### src/rtl/seq_booth_multiplier_pkg.sv
// Shared constants and types for the radix-2 Booth multiplier.
// Widths, step count, FSM encoding and Booth pair codes.
package seq_booth_multiplier_pkg;

   localparam int WIDTH       = 16;
   localparam int EXT_WIDTH   = 17;
   localparam int BOOTH_STEPS = 17;
   localparam int CNT_WIDTH   = 5;

   typedef enum logic {
      IDLE = 1'b0,
      CALC = 1'b1
   } state_e;

   localparam logic [1:0] BOOTH_ADD = 2'b01;
   localparam logic [1:0] BOOTH_SUB = 2'b10;

endpackage

### src/rtl/seq_booth_multiplier_if.sv
// Start/busy/done handshake plus operand and HI/LO result bus.
// The control unit is master; the multiplier is slave.
interface seq_booth_multiplier_if #(
   parameter int WIDTH = 16
);

   logic             start;
   logic             is_signed;
   logic [WIDTH-1:0] a;
   logic [WIDTH-1:0] b;
   logic             busy;
   logic             done;
   logic [WIDTH-1:0] hi;
   logic [WIDTH-1:0] lo;

   modport master (
      output start, is_signed, a, b,
      input  busy, done, hi, lo
   );

   modport slave (
      input  start, is_signed, a, b,
      output busy, done, hi, lo
   );

endinterface

### src/rtl/seq_booth_multiplier_addsub.sv
// Ripple-carry add/subtract: sum = x + (y ^ {W{sub}}) + sub.
// Carry out is dropped; results wrap modulo 2^W.
module booth_addsub_17 #(
   parameter int W = 17
) (
   input  logic [W-1:0] x,
   input  logic [W-1:0] y,
   input  logic         sub,
   output logic [W-1:0] sum
);

   logic [W-1:0] yx;
   logic [W-1:0] carry;

   assign carry[0] = sub;

   for (genvar i = 0; i < W; i++) begin : g_fa
      assign yx[i]  = y[i] ^ sub;
      assign sum[i] = x[i] ^ yx[i] ^ carry[i];
      if (i < W - 1) begin : g_c
         assign carry[i+1] = (x[i] & yx[i]) |
                             (carry[i] & (x[i] ^ yx[i]));
      end
   end

endmodule

### src/rtl/seq_booth_multiplier.sv
// Sequential radix-2 Booth multiplier for MULT/MULTU.
// One add/sub plus arithmetic shift per cycle over WIDTH+1 steps.
module seq_booth_multiplier #(
   parameter int WIDTH = 16
) (
   input  logic                  clk,
   input  logic                  rst_n,
   seq_booth_multiplier_if.slave bus
);

   import seq_booth_multiplier_pkg::*;

   localparam int EXT   = WIDTH + 1;
   localparam int STEPS = WIDTH + 1;
   localparam int CW    = $clog2(WIDTH + 2);

   state_e           state_q;
   logic [EXT-1:0]   a_q;
   logic [EXT-1:0]   q_q;
   logic [EXT-1:0]   m_q;
   logic             qm1_q;
   logic [CW-1:0]    cnt_q;
   logic [WIDTH-1:0] hi_q;
   logic [WIDTH-1:0] lo_q;
   logic             busy_q;
   logic             done_q;

   logic [1:0]       pair;
   logic             sub;
   logic [EXT-1:0]   sum;
   logic [EXT-1:0]   a_acc;
   logic [EXT-1:0]   a_d;
   logic [EXT-1:0]   q_d;
   logic             qm1_d;
   logic [EXT-1:0]   m_ext;
   logic [EXT-1:0]   b_ext;

   assign m_ext = {bus.is_signed & bus.a[WIDTH-1], bus.a};
   assign b_ext = {bus.is_signed & bus.b[WIDTH-1], bus.b};

   assign pair = {q_q[0], qm1_q};
   assign sub  = (pair == BOOTH_SUB);

   booth_addsub_17 #(
      .W   (EXT)
   ) u_addsub (
      .x   (a_q),
      .y   (m_q),
      .sub (sub),
      .sum (sum)
   );

   always_comb begin
      a_acc = a_q;
      if (pair == BOOTH_ADD || pair == BOOTH_SUB) begin
         a_acc = sum;
      end
   end

   // Arithmetic shift of {A', Q, q_m1} by one.
   assign a_d   = {a_acc[EXT-1], a_acc[EXT-1:1]};
   assign q_d   = {a_acc[0], q_q[EXT-1:1]};
   assign qm1_d = q_q[0];

   always_ff @(posedge clk or negedge rst_n) begin
      if (!rst_n) begin
         state_q <= IDLE;
         a_q     <= '0;
         q_q     <= '0;
         m_q     <= '0;
         qm1_q   <= 1'b0;
         cnt_q   <= '0;
         hi_q    <= '0;
         lo_q    <= '0;
         busy_q  <= 1'b0;
         done_q  <= 1'b0;
      end else begin
         done_q <= 1'b0;
         unique case (state_q)
            IDLE: begin
               if (bus.start) begin
                  a_q     <= '0;
                  q_q     <= b_ext;
                  qm1_q   <= 1'b0;
                  m_q     <= m_ext;
                  cnt_q   <= CW'(STEPS);
                  busy_q  <= 1'b1;
                  state_q <= CALC;
               end
            end
            CALC: begin
               a_q   <= a_d;
               q_q   <= q_d;
               qm1_q <= qm1_d;
               cnt_q <= cnt_q - CW'(1);
               if (cnt_q == CW'(1)) begin
                  hi_q    <= {a_d[WIDTH-2:0], q_d[EXT-1]};
                  lo_q    <= q_d[WIDTH-1:0];
                  done_q  <= 1'b1;
                  busy_q  <= 1'b0;
                  state_q <= IDLE;
               end
            end
         endcase
      end
   end

   assign bus.busy = busy_q;
   assign bus.done = done_q;
   assign bus.hi   = hi_q;
   assign bus.lo   = lo_q;

endmodule

### src/flat_wrapper.sv
// flat-port wrapper written by rule: the top's interface ports become plain ports
module seq_booth_multiplier_flat import seq_booth_multiplier_pkg::*;
#(
   parameter int WIDTH = 16
)
  (clk, rst_n, bus_start, bus_is_signed, bus_a, bus_b, bus_busy, bus_done, bus_hi, bus_lo);
  seq_booth_multiplier_if #(.WIDTH(WIDTH)) bus_i ();
  input  logic clk;
  input  logic rst_n;
  input wire logic [$bits(bus_i.start)-1:0] bus_start;
  input wire logic [$bits(bus_i.is_signed)-1:0] bus_is_signed;
  input wire logic [$bits(bus_i.a)-1:0] bus_a;
  input wire logic [$bits(bus_i.b)-1:0] bus_b;
  output wire logic [$bits(bus_i.busy)-1:0] bus_busy;
  output wire logic [$bits(bus_i.done)-1:0] bus_done;
  output wire logic [$bits(bus_i.hi)-1:0] bus_hi;
  output wire logic [$bits(bus_i.lo)-1:0] bus_lo;
  assign bus_i.start = bus_start;
  assign bus_i.is_signed = bus_is_signed;
  assign bus_i.a = bus_a;
  assign bus_i.b = bus_b;
  assign bus_busy = bus_i.busy;
  assign bus_done = bus_i.done;
  assign bus_hi = bus_i.hi;
  assign bus_lo = bus_i.lo;
  seq_booth_multiplier #(.WIDTH(WIDTH)) u_core (.clk(clk), .rst_n(rst_n), .bus(bus_i));
endmodule
### config.mk
export PLATFORM = sky130hd
export DESIGN_NAME = seq_booth_multiplier_flat
export DESIGN_NICKNAME = d
export VERILOG_FILES = /design/src/rtl/seq_booth_multiplier_pkg.sv /design/src/rtl/seq_booth_multiplier_if.sv /design/src/rtl/seq_booth_multiplier_addsub.sv /design/src/rtl/seq_booth_multiplier.sv /design/src/flat_wrapper.sv
export SDC_FILE = /design/constraint.sdc
export NUM_CORES = 1
export LEC_CHECK = 0
export ABC_AREA = 1
export CORE_UTILIZATION = 49
export DETAILED_ROUTE_END_ITERATION = 12
export PLACE_DENSITY = 0.76
export RECOVER_POWER = 50
export SKIP_CTS_REPAIR_TIMING = 1
export SYNTH_ARGS = -nofsm -noshare
export SYNTH_HDL_FRONTEND = slang
export SYNTH_HIERARCHICAL = 1
export SYNTH_SLANG_ARGS = --single-unit
### constraint.sdc
create_clock -name clk -period 7.56 [get_ports clk]
set_clock_uncertainty 0.2 [all_clocks]
set_input_delay 1.89 -clock clk [delete_from_list [all_inputs] [get_ports clk]]
set_output_delay 1.89 -clock clk [all_outputs]
set_load 0.1 [all_outputs]
==> results.ini <==
[finish]
final_area_um2 = 5540
mostFrequentLayoutCells = nand2_1, dfrtp_1, clkdlybuf4s50_1
fin_util = 0.599
synthToLayoutAreaGrowth_pct = 18.4
drive_gt1_frac = 0.0603
nets = 679
final_common_cell = nand2_1
antenna_cells = 0

[setup_path]
crit_top_cell = fa_1
crit_slowest_cell = fa_1
required_ns = 7.65
startpoint_type = flip-flop
r2r_cells = 28
cp.arrival_ns = 7.40
critPathCaptureType = flip-flop
crit_path_max_fanout = 4
rrSetupSlack_ns = 0.25
critPathMaxStageDelay_ns = 0.40
crit_type = reg2reg

[clocking]
h-tree-depth = 3
path_clk_slew_ns = 0.10
cts_buffers = 9
clkLatencyLatePin_ns = 0.36
cts_sinks = 91
clk_path_buf_depth = 2
root_buffer = clkbuf_8
cts_tree = yes

[worst_hold_path]
min_path_type = reg2reg
holdPathStages = 2

[sta]
fin_crit_sh = 0.967
finalHoldViolations = 0
slew_headroom = -0.613
fmax_mhz = 137
tightest_slew_ns = 2.42
final-setup-viol-count = 0
min_period_ns = 7.31
maxSlewViolCount = 129

[place]
io_buffers = 69
placed_area_um2 = 5350
gp_congestion = 0.861
dp_hpwl_um = 6580

[global_routing]
grt_pass1_wl_um = 17000
antenna_found_initial = 0
track_usage = 0.216
grt_start_max_net_pins = 48
grt_pass1_vias = 3661
grt.overflow.total = 0

[routing]
wl_per_cell_um = 13.0
wirelength_um = 9890
first_pass_iters = 5
vias = 3728
ant_nets = 0
drt_iter0_markers = 287
via_per_inst = 4.91
drcViolationCount = 0

[synthesis]
yosys.area_share.simple = 0.318
synth-seq-area-share = 0.487
synth_xor_area_frac = 0.0281
ys_seq_elements = 91
synth_cells = 566
syn-cell-area_um2 = 4680
synth_adder_area_share = 0.0722
synth_compound_area_frac = 0.00990
synth_cell_types = 28
synthMuxAreaShare = 0
avgSynthCellArea_um2 = 8.26
synth_nets = 620
ys_warn_count = 6
synth_top_family_by_area = simple AND/OR/NAND/NOR gates

[die]
die_y_um = 99.7
dieArea_um2 = 9940
rows = 35
ios = 70
core_um2 = 9240
initial_utilization = 0.506
fp.dieW_um = 99.7

[run]
max_cap_viol_count = 3

[run_status]
violations = max-capacitance violations, max-slew violations
run_status = finished, violations left

==> logic make-up (layout without fill, tap and decap cells) <==
group           after synthesis  in the layout
compound gates                8              8
simple gates                359            359
fa+ha+maj                    18             18
flops                        91             91
xor+xnor                     15             15
buf+inv                      75            139
==> area by class of cell <==
cell class,count,area [µm²]
Clock buffer,9,124
Inverter,49,186
Multi-Input combinational cell,400,2010
Timing Repair Buffer,74,718
Sequential cell,91,2280
Clock inverter,7,57.6
Fill cell,834,3700
Tap cell,129,161
==> metrics by stage <==
| step | setup TNS [ns] | hold WS (ns) | cells | setup slack (ns) |
|---|---|---|---|---|
| global route | -0.0600 | 0.297 | 759 | -0.0353 |
| CTS | 0 | 0.283 | 759 | 0.116 |
| finish | 0 | 0.281 | 759 | 0.251 |
| global placement | 0 | 0.254 | 743 | 0.343 |
| floorplan | 0 | 0.268 | 566 | 0.352 |
| detailed placement | 0 | 0.258 | 743 | 0.179 |
==> cell usage after synthesis <==
| library cell | instances | area [µm²] |
|---|---|---|
| buf_6 | 8 | 90.1 |
| nor2_1 | 8 | 30.0 |
| inv_2 | 3 | 11.3 |
| nand2_1 | 288 | 1080 |
| buf_2 | 5 | 25.0 |
| nand3_1 | 49 | 245 |
| nand3_4 | 1 | 17.5 |
| buf_4 | 13 | 97.6 |
| nand4_1 | 1 | 6.26 |
| ha_1 | 3 | 37.5 |
| inv_4 | 1 | 6.26 |
| o21ai_0 | 2 | 10.0 |
| clkinv_1 | 1 | 3.75 |
| fa_1 | 15 | 300 |
| inv_1 | 44 | 165 |
| nor2_4 | 4 | 45.0 |
| xor2_1 | 1 | 8.76 |
| nand3_2 | 3 | 30.0 |
| nand2_2 | 3 | 18.8 |
| xnor2_1 | 14 | 123 |
| o22ai_1 | 1 | 6.26 |
| nor3_1 | 1 | 5.00 |
| dfrtp_1 | 91 | 2280 |
| a21oi_1 | 1 | 5.00 |
| o21ai_1 | 2 | 10.0 |
| nor2_2 | 1 | 6.26 |
| o21a_1 | 1 | 7.51 |
| o211ai_1 | 1 | 7.51 |
==> registers in the layout (all words and copies together) (netlist names) <==
register / flops
u_core/a_q: 16
u_core/bus.done: 1
u_core/q_q: 17
u_core/m_q: 17
u_core/cnt_q: 5
u_core/qm1_q: 1
u_core/state_q: 1
u_core/bus.hi: 16
u_core/bus.busy: 1
u_core/bus.lo: 16
==> path summary, 6_finish.rpt <==
check | from | end
max | u_core/qm1_q | u_core/a_q[15]
min | u_core/bus.hi[14] | u_core/bus.hi[14]
max reg2reg | u_core/qm1_q | u_core/a_q[15]
min reg2reg | u_core/bus.hi[14] | u_core/bus.hi[14]
max in group asynchronous | rst_n | u_core/cnt_q[3]
min in group asynchronous | rst_n | u_core/bus.hi[7]
==> worst max-delay path, delay by kind of cell, from the launching register on <==
family | cells | cell delay, ns
AO/OA/AOI/OAI | 1 | 0.13
flip-flops | 1 | 0.37
adder cells (fa/ha/maj) | 16 | 5.68
buffers and inverters | 4 | 0.27
AND/OR/NAND/NOR | 7 | 0.61
==> layer usage <==
layer	wire [µm]	GRT usage	vias to the layer above
li1	-	-	1828
met1	4560	0.301	1745
met2	4540	0.335	131
met3	567	0.0422	24
met4	219	0.0848	0
met5	0	0	-
Power is not shown: default switching activity piles up to over one toggle a cycle in this logic, so the estimate is an artifact.
